--- src/rtl/sprite_line_fetch_if.sv ---
// Texture ROM bus between sprite_line_fetch and the sprite ROM.
//   rom_addr : byte address presented by the fetcher
//   rom_data : byte returned by the ROM, combinational, valid in the same cycle
// master = fetcher side, slave = ROM side.
interface sprite_line_fetch_if;
  logic [9:0] rom_addr;
  logic [7:0] rom_data;

  modport master (output rom_addr, input rom_data);
  modport slave  (input rom_addr, output rom_data);
endinterface

--- src/rtl/sprite_line_fetch.sv ---
// Sprite line fetcher and pixel serialiser.
// During hblank a line_start pulse launches a fixed 5-slot fetch of the T-rex
// and obstacle bytes for next_line into line registers. During the active
// region those registers are serialised against hpos into registered per-pixel
// outputs, and a sticky collision flag records any T-rex/obstacle overlap.
// Ports:
//   clk, rst          : clock, synchronous active-high reset
//   line_start        : hblank pulse, starts (or restarts) a fetch for next_line
//   next_line         : row to display next, sampled with line_start
//   hpos, pix_en      : current column and active-pixel strobe
//   dino_x/y, obs_x/y : sprite top-left positions (x live, y at line_start)
//   obs_en            : obstacle present
//   rom               : texture ROM bus (master)
//   dino_pix, obs_pix : registered sprite pixels, pix_out is their OR
//   collide           : sticky overlap flag, collide_clr clears it
//   busy              : fetch in progress
module sprite_line_fetch #(
  parameter int DINO_BASE = 0,
  parameter int DINO_H    = 25,
  parameter int DINO_NB   = 3,
  parameter int OBS_BASE  = 75,
  parameter int OBS_H     = 28,
  parameter int OBS_NB    = 2
) (
  input  logic                       clk,
  input  logic                       rst,
  input  logic                       line_start,
  input  logic [9:0]                 next_line,
  input  logic [9:0]                 hpos,
  input  logic                       pix_en,
  input  logic [9:0]                 dino_x,
  input  logic [9:0]                 dino_y,
  input  logic [9:0]                 obs_x,
  input  logic [9:0]                 obs_y,
  input  logic                       obs_en,
  sprite_line_fetch_if.master        rom,
  output logic                       dino_pix,
  output logic                       obs_pix,
  output logic                       pix_out,
  output logic                       collide,
  input  logic                       collide_clr,
  output logic                       busy
);

  localparam int NSLOT = DINO_NB + OBS_NB;
  localparam int SW    = $clog2(NSLOT);
  localparam int DW    = DINO_NB * 8;
  localparam int OW    = OBS_NB * 8;
  localparam int DXW   = $clog2(DW);
  localparam int OXW   = $clog2(OW);

  typedef enum logic {IDLE, FETCH} state_t;

  state_t                    state;
  logic [SW-1:0]             slot;
  logic [10:0]               drow;   // two's complement row within T-rex
  logic [10:0]               orow;   // two's complement row within obstacle
  // Element 0 is the leftmost byte, so the flattened vector is MSB-first.
  logic [0:DINO_NB-1][7:0]   dline;
  logic [0:OBS_NB-1][7:0]    oline;

  logic                      drow_ok, orow_ok;
  logic [9:0]                addr_c;

  assign drow_ok = !drow[10] && (drow[9:0] < 10'(DINO_H));
  assign orow_ok = !orow[10] && (orow[9:0] < 10'(OBS_H));

  // The ROM answers in the same cycle, so the address is decoded from the
  // registered state/slot rather than registered itself; it is 0 whenever idle.
  always_comb begin
    // NOTE: default assignment first so no path through this block infers a latch.
    addr_c = '0;
    if (state == FETCH) begin
      for (int b = 0; b < DINO_NB; b++)
        if (slot == SW'(b)) addr_c = 10'(DINO_BASE + b * DINO_H) + drow[9:0];
      for (int b = 0; b < OBS_NB; b++)
        if (slot == SW'(DINO_NB + b)) addr_c = 10'(OBS_BASE + b * OBS_H) + orow[9:0];
    end
  end

  assign rom.rom_addr = addr_c;
  assign busy         = (state == FETCH);

  // Fetch FSM and line registers.
  always_ff @(posedge clk) begin
    if (rst) begin
      state <= IDLE;
      slot  <= '0;
      drow  <= '0;
      orow  <= '0;
      // NOTE: the line registers are reset even though they act as a small
      // memory: stale bytes would otherwise be drawn as pixels after reset.
      dline <= '0;
      oline <= '0;
    end else if (line_start) begin
      // A new line_start always wins: an in-flight fetch is abandoned.
      // NOTE: non-blocking assignments keep every register sampling pre-edge values.
      state <= FETCH;
      slot  <= '0;
      drow  <= {1'b0, next_line} - {1'b0, dino_y};
      orow  <= {1'b0, next_line} - {1'b0, obs_y};
    end else if (state == FETCH) begin
      for (int b = 0; b < DINO_NB; b++)
        if (slot == SW'(b)) dline[b] <= drow_ok ? rom.rom_data : 8'h00;
      for (int b = 0; b < OBS_NB; b++)
        if (slot == SW'(DINO_NB + b)) oline[b] <= (obs_en && orow_ok) ? rom.rom_data : 8'h00;
      if (slot == SW'(NSLOT - 1)) begin
        state <= IDLE;
        slot  <= '0;
      end else begin
        slot <= slot + 1'b1;
      end
    end
  end

  // Pixel path: offsets into each sprite, 11-bit so left-of-sprite is negative.
  logic [10:0]   dx, ox;
  logic          dx_ok, ox_ok;
  logic [DW-1:0] dshift;
  logic [OW-1:0] oshift;

  assign dx     = {1'b0, hpos} - {1'b0, dino_x};
  assign ox     = {1'b0, hpos} - {1'b0, obs_x};
  assign dx_ok  = !dx[10] && (dx[9:0] < 10'(DW));
  assign ox_ok  = !ox[10] && (ox[9:0] < 10'(OW));
  // Shifting left by the offset brings bit (W-1-offset) to the MSB.
  assign dshift = dline << dx[DXW-1:0];
  assign oshift = oline << ox[OXW-1:0];

  always_ff @(posedge clk) begin
    if (rst) begin
      dino_pix <= 1'b0;
      obs_pix  <= 1'b0;
      collide  <= 1'b0;
    end else begin
      dino_pix <= pix_en && dx_ok && dshift[DW-1];
      obs_pix  <= pix_en && obs_en && ox_ok && oshift[OW-1];
      // Set has priority over clear so a coincident overlap is never lost.
      if (dino_pix && obs_pix) collide <= 1'b1;
      else if (collide_clr)    collide <= 1'b0;
    end
  end

  assign pix_out = dino_pix | obs_pix;

endmodule
--- src/flat_wrapper.sv ---
// flat-port wrapper written by rule: the top's interface ports become plain ports
module sprite_line_fetch_flat 
#(
  parameter int DINO_BASE = 0,
  parameter int DINO_H    = 25,
  parameter int DINO_NB   = 3,
  parameter int OBS_BASE  = 75,
  parameter int OBS_H     = 28,
  parameter int OBS_NB    = 2
)
  (clk, rst, line_start, next_line, hpos, pix_en, dino_x, dino_y, obs_x, obs_y, obs_en, dino_pix, obs_pix, pix_out, collide, collide_clr, busy, rom_rom_addr, rom_rom_data);
  sprite_line_fetch_if rom_i ();
  input  logic clk;
  input  logic rst;
  input  logic line_start;
  input  logic [9:0] next_line;
  input  logic [9:0] hpos;
  input  logic pix_en;
  input  logic [9:0] dino_x;
  input  logic [9:0] dino_y;
  input  logic [9:0] obs_x;
  input  logic [9:0] obs_y;
  input  logic obs_en;
  output logic dino_pix;
  output logic obs_pix;
  output logic pix_out;
  output logic collide;
  input  logic collide_clr;
  output logic busy;
  output wire logic [$bits(rom_i.rom_addr)-1:0] rom_rom_addr;
  input wire logic [$bits(rom_i.rom_data)-1:0] rom_rom_data;
  assign rom_rom_addr = rom_i.rom_addr;
  assign rom_i.rom_data = rom_rom_data;
  sprite_line_fetch #(.DINO_BASE(DINO_BASE), .DINO_H(DINO_H), .DINO_NB(DINO_NB), .OBS_BASE(OBS_BASE), .OBS_H(OBS_H), .OBS_NB(OBS_NB)) u_core (.clk(clk), .rst(rst), .line_start(line_start), .next_line(next_line), .hpos(hpos), .pix_en(pix_en), .dino_x(dino_x), .dino_y(dino_y), .obs_x(obs_x), .obs_y(obs_y), .obs_en(obs_en), .rom(rom_i), .dino_pix(dino_pix), .obs_pix(obs_pix), .pix_out(pix_out), .collide(collide), .collide_clr(collide_clr), .busy(busy));
endmodule
--- config.mk ---
export PLATFORM = sky130hd
export DESIGN_NAME = sprite_line_fetch_flat
export DESIGN_NICKNAME = d
export VERILOG_FILES = /design/src/rtl/sprite_line_fetch_if.sv /design/src/rtl/sprite_line_fetch.sv /design/src/flat_wrapper.sv
export SDC_FILE = /design/constraint.sdc
export NUM_CORES = 1
export LEC_CHECK = 0
export ABC_AREA = 1
export CAP_MARGIN = 20
export CORE_ASPECT_RATIO = 0.5
export CORE_MARGIN = 4
export CORE_UTILIZATION = 45
export DETAILED_ROUTE_END_ITERATION = 6
export PLACE_DENSITY = 0.78
export SLEW_MARGIN = 20
export SYNTH_ARGS = -nofsm -noshare
export SYNTH_HDL_FRONTEND = slang
export SYNTH_SLANG_ARGS = --single-unit
--- constraint.sdc ---
create_clock -name clk -period 2.2 [get_ports clk]
set_input_delay 0.22 -clock clk [delete_from_list [all_inputs] [get_ports clk]]
set_output_delay 0.22 -clock clk [all_outputs]
set_load 0.02 [all_outputs]
==> reports/results.txt <==
vias per cell - 5.29
root buffer cell - clkbuf_16
placed wire-length estimate - 13400 um
max incr delay on CP - 0.33 ns
synthesis warning total - 0
total CTS buffers - 9
RSZ-0062 raised after global routing - true
CTS sink count - 69
Worst R2R Setup Slack - 0.24 ns
Worst path depth - 11
Synth cell types - 40
Vias - 6597
area of the multi-input gates - 0.00394 mm2
share of layout cells above drive strength 1 - 12.7%
placer congestion estimate - 0.947
Mapped Area - 0.00582 mm2
register area share after synthesis - 23.7%
all-layer global routing usage - 22.8%
CTS tree - built
first-pass GRT wire length - 28000 um
number of placement rows - 29
chip width - 169 um
outcome - finished, final reports clean
Seq cells post-synth - 69
Syn Nets - 1067
critical-path cell list - inv_2 -> ha_4 -> nand2_4 -> nor2_4 -> buf_4 -> buf_4 -> nand4_1 -> nand3_2 -> nand3_2 -> a31oi_1 -> buf_4
Ant. Diodes - 0
die height - 88.4 um
Fmax - 455 MHz
H-tree lvl count - 3
non-filler cells, final - 1247
DRC viols - 0
WS Path Type - register to primary output
final slew viol count - 0
initial antenna violation count - 0
cell taking the most area after synthesis - dfxtp_1
drt pass-1 iters - 6
core area - 0.0127 mm2
dominant cells by area after synthesis - dfxtp_1 24%, nand2_1 16%, ha_1 11%
CP Launch Type - register
most frequent cells in the layout - 241 x nand2_1, 123 x inv_1, 97 x nand3_1
Clock Skew - 0.00906 ns
Final Cycle Share - 99.9%
setup violators final - 0
Max clock buf depth - 2
Reg-to-Reg End - u_core.oline[14]
VDD IR max - 305 uV
post-layout min period - 2.20 ns
Detailed Route WL - 17200 um
max_cap viols - 0
Placed Cells incl. Taps - 1229
FILL cells - 1197
crit path DAT - 1.98 ns
critical path's most frequent cell - buf_4
Fin. Hold Viols - 0
Layout area overhead - 32.0%
antenna viol nets, final - 0
Final WS setup - 0.00317 ns
layout net count - 1199
num ports - 89
Req. time, crit path - 1.98 ns
crit end category - primary output
Post-CTS Hold Buffers - 0
pwr dens - 574 mW/mm2
Worst Hold Class - register to register
critical path's top delay family - buffers and inverters
CTS clk-pin slew, worst paths - 0.06 ns
synthesized instance count - 940
share of the synthesized area in the top cell type - 23.7%
initial drt markers - 544
Critical path origin - u_core.slot[1]
syn avg cell area - 6.20 um2
Initial Utilization - 46.0%
Buffers & Inverters on Critical Path - 4
Die ar. - 0.0149 mm2
P_leak - 3.65 nW
clock latency on the worst-skew pair - 0.34 ns
largest net degree at the start of global routing - 25
r2r startpoint - u_core.slot[1]
worst-margin pin slew - 0.581 ns
wire length per cell - 13.8 um
most common library cell in the layout ignoring fill and taps - nand2_1
Worst R2R Path Depth - 9
worst-path fanout max - 6
GRT overflow - 0
vias in the first global route - 6099
Register Area - 0.00139 mm2
Worst Setup EP - rom_rom_addr[7]
Port Buffer Count - 88
total chip power - 4.41 mW
Slowest-stage cell, CP - dfxtp_2
Setup WS pre-CTS - -0.104 ns
relative slew slack - 61.3%
-- routing by layer --
metal	wire length, um	up-vias	global-route usage [%]
met5	0	-	0
met4	288	0	6.77
met3	1280	28	3.93
met2	7900	243	39.7
met1	7690	2939	29.4
li1	-	3387	-
-- tightest hold or removal path, stage by stage, from the launching register on --
cell and delay [ns]:
dfxtp_1 0.33, nand2_1 0.07, a21oi_1 0.05
-- where the power goes --
part | switching, mW | internal, mW | total [mW] | leakage, nW
combinational | 0.779 | 0.561 | 1.34 | 2.91
sequential | 0.0514 | 1.31 | 1.36 | 0.564
clock | 0.570 | 1.14 | 1.71 | 0.170
-- synth_stat cells --
| cell | instances |
|---|---|
| nand2_1 | 247 |
| inv_1 | 129 |
| nand3_1 | 102 |
| a21oi_1 | 95 |
| o21ai_0 | 90 |
| dfxtp_1 | 69 |
| nor2_1 | 50 |
| ha_1 | 49 |
| o22ai_1 | 11 |
| buf_2 | 10 |
| nand4_1 | 10 |
| a31oi_1 | 9 |
| clkbuf_1 | 7 |
| nor3_1 | 5 |
| o211ai_1 | 5 |
| xor2_1 | 5 |
| a21o_1 | 4 |
| fa_1 | 4 |
| inv_2 | 4 |
| nor2_2 | 4 |
| buf_4 | 3 |
| o21bai_1 | 3 |
| a211oi_1 | 2 |
| a21boi_0 | 2 |
| buf_6 | 2 |
| nand2_2 | 2 |
| nand3b_1 | 2 |
| or2_2 | 2 |
| xnor2_1 | 2 |
| a211oi_4 | 1 |
| a221oi_1 | 1 |
| a311oi_4 | 1 |
| and3_1 | 1 |
| clkbuf_2 | 1 |
| clkinv_4 | 1 |
| nand2_4 | 1 |
| nor2_4 | 1 |
| o21a_1 | 1 |
| o31ai_1 | 1 |
| or2_1 | 1 |
-- final cells by class --
cell class / instances / area share [%]
multi-input combinational: 714 / 51.3
sequential: 69 / 18.1
timing repair buffer: 144 / 16.7
inverter: 134 / 6.64
clock buffer: 11 / 3.16
tap: 170 / 2.77
clock inverter: 5 / 1.40
-- stage by stage --
| stage | TNS [ns] | hold slack, ns | instance area, um2 | utilization (%) |
|---|---|---|---|---|
| floorplan | 0 | 0.379 | 5820 | - |
| global placement | -0.254 | 0.480 | 7200 | 56.8 |
| detailed placement | -0.832 | 0.488 | 7200 | 56.8 |
| CTS | 0 | 0.497 | 7530 | 59.4 |
| global route | -0.214 | 0.521 | 7690 | 60.7 |
| finish | 0 | 0.498 | 7690 | 60.7 |
-- sequential cells by signal (all words and copies together), names as in the netlist --
signal,flops
u_core.dino_pix,1
u_core.slot,3
u_core.busy,1
u_core.orow,11
u_core.oline,16
u_core.obs_pix,1
u_core.drow,11
u_core.dline,24
u_core.collide,1
-- logic make-up (layout without fill, tap and decap cells) --
logic type | count (synthesis) | count (layout) | share of synthesized area [%]
AOI/OAI and AO/OA | 226 | 226 | 21.3
adders and majority gates | 53 | 53 | 11.9
DFF | 69 | 69 | 23.7
buffers and inverters | 157 | 294 | 10.9
xor gates and xnor gates | 7 | 7 | 1.05
and+or+nand+nor | 428 | 428 | 31.1
-- how the worst min path moves through the flow --
stage,start,to,slack [ns],cells after the start
6_report,u_core.collide,u_core.collide,0.50,2
5_1_grt,u_core.collide,u_core.collide,0.52,2
4_1_cts,u_core.collide,u_core.collide,0.50,2
3_5_place_dp,u_core.collide,u_core.collide,0.49,2
3_3_place_gp,u_core.drow[10],u_core.drow[10],0.48,2
2_1_floorplan,collide_clr,u_core.collide,0.38,3
-- timing repair --
item,CTS,global route
setup endpoints to repair,10,12
gates resized for setup,55,55
buffers inserted,0,2
pin swaps,3,13
gates cloned,0,0
No activity file was read; power rests on OpenSTA's default activity.
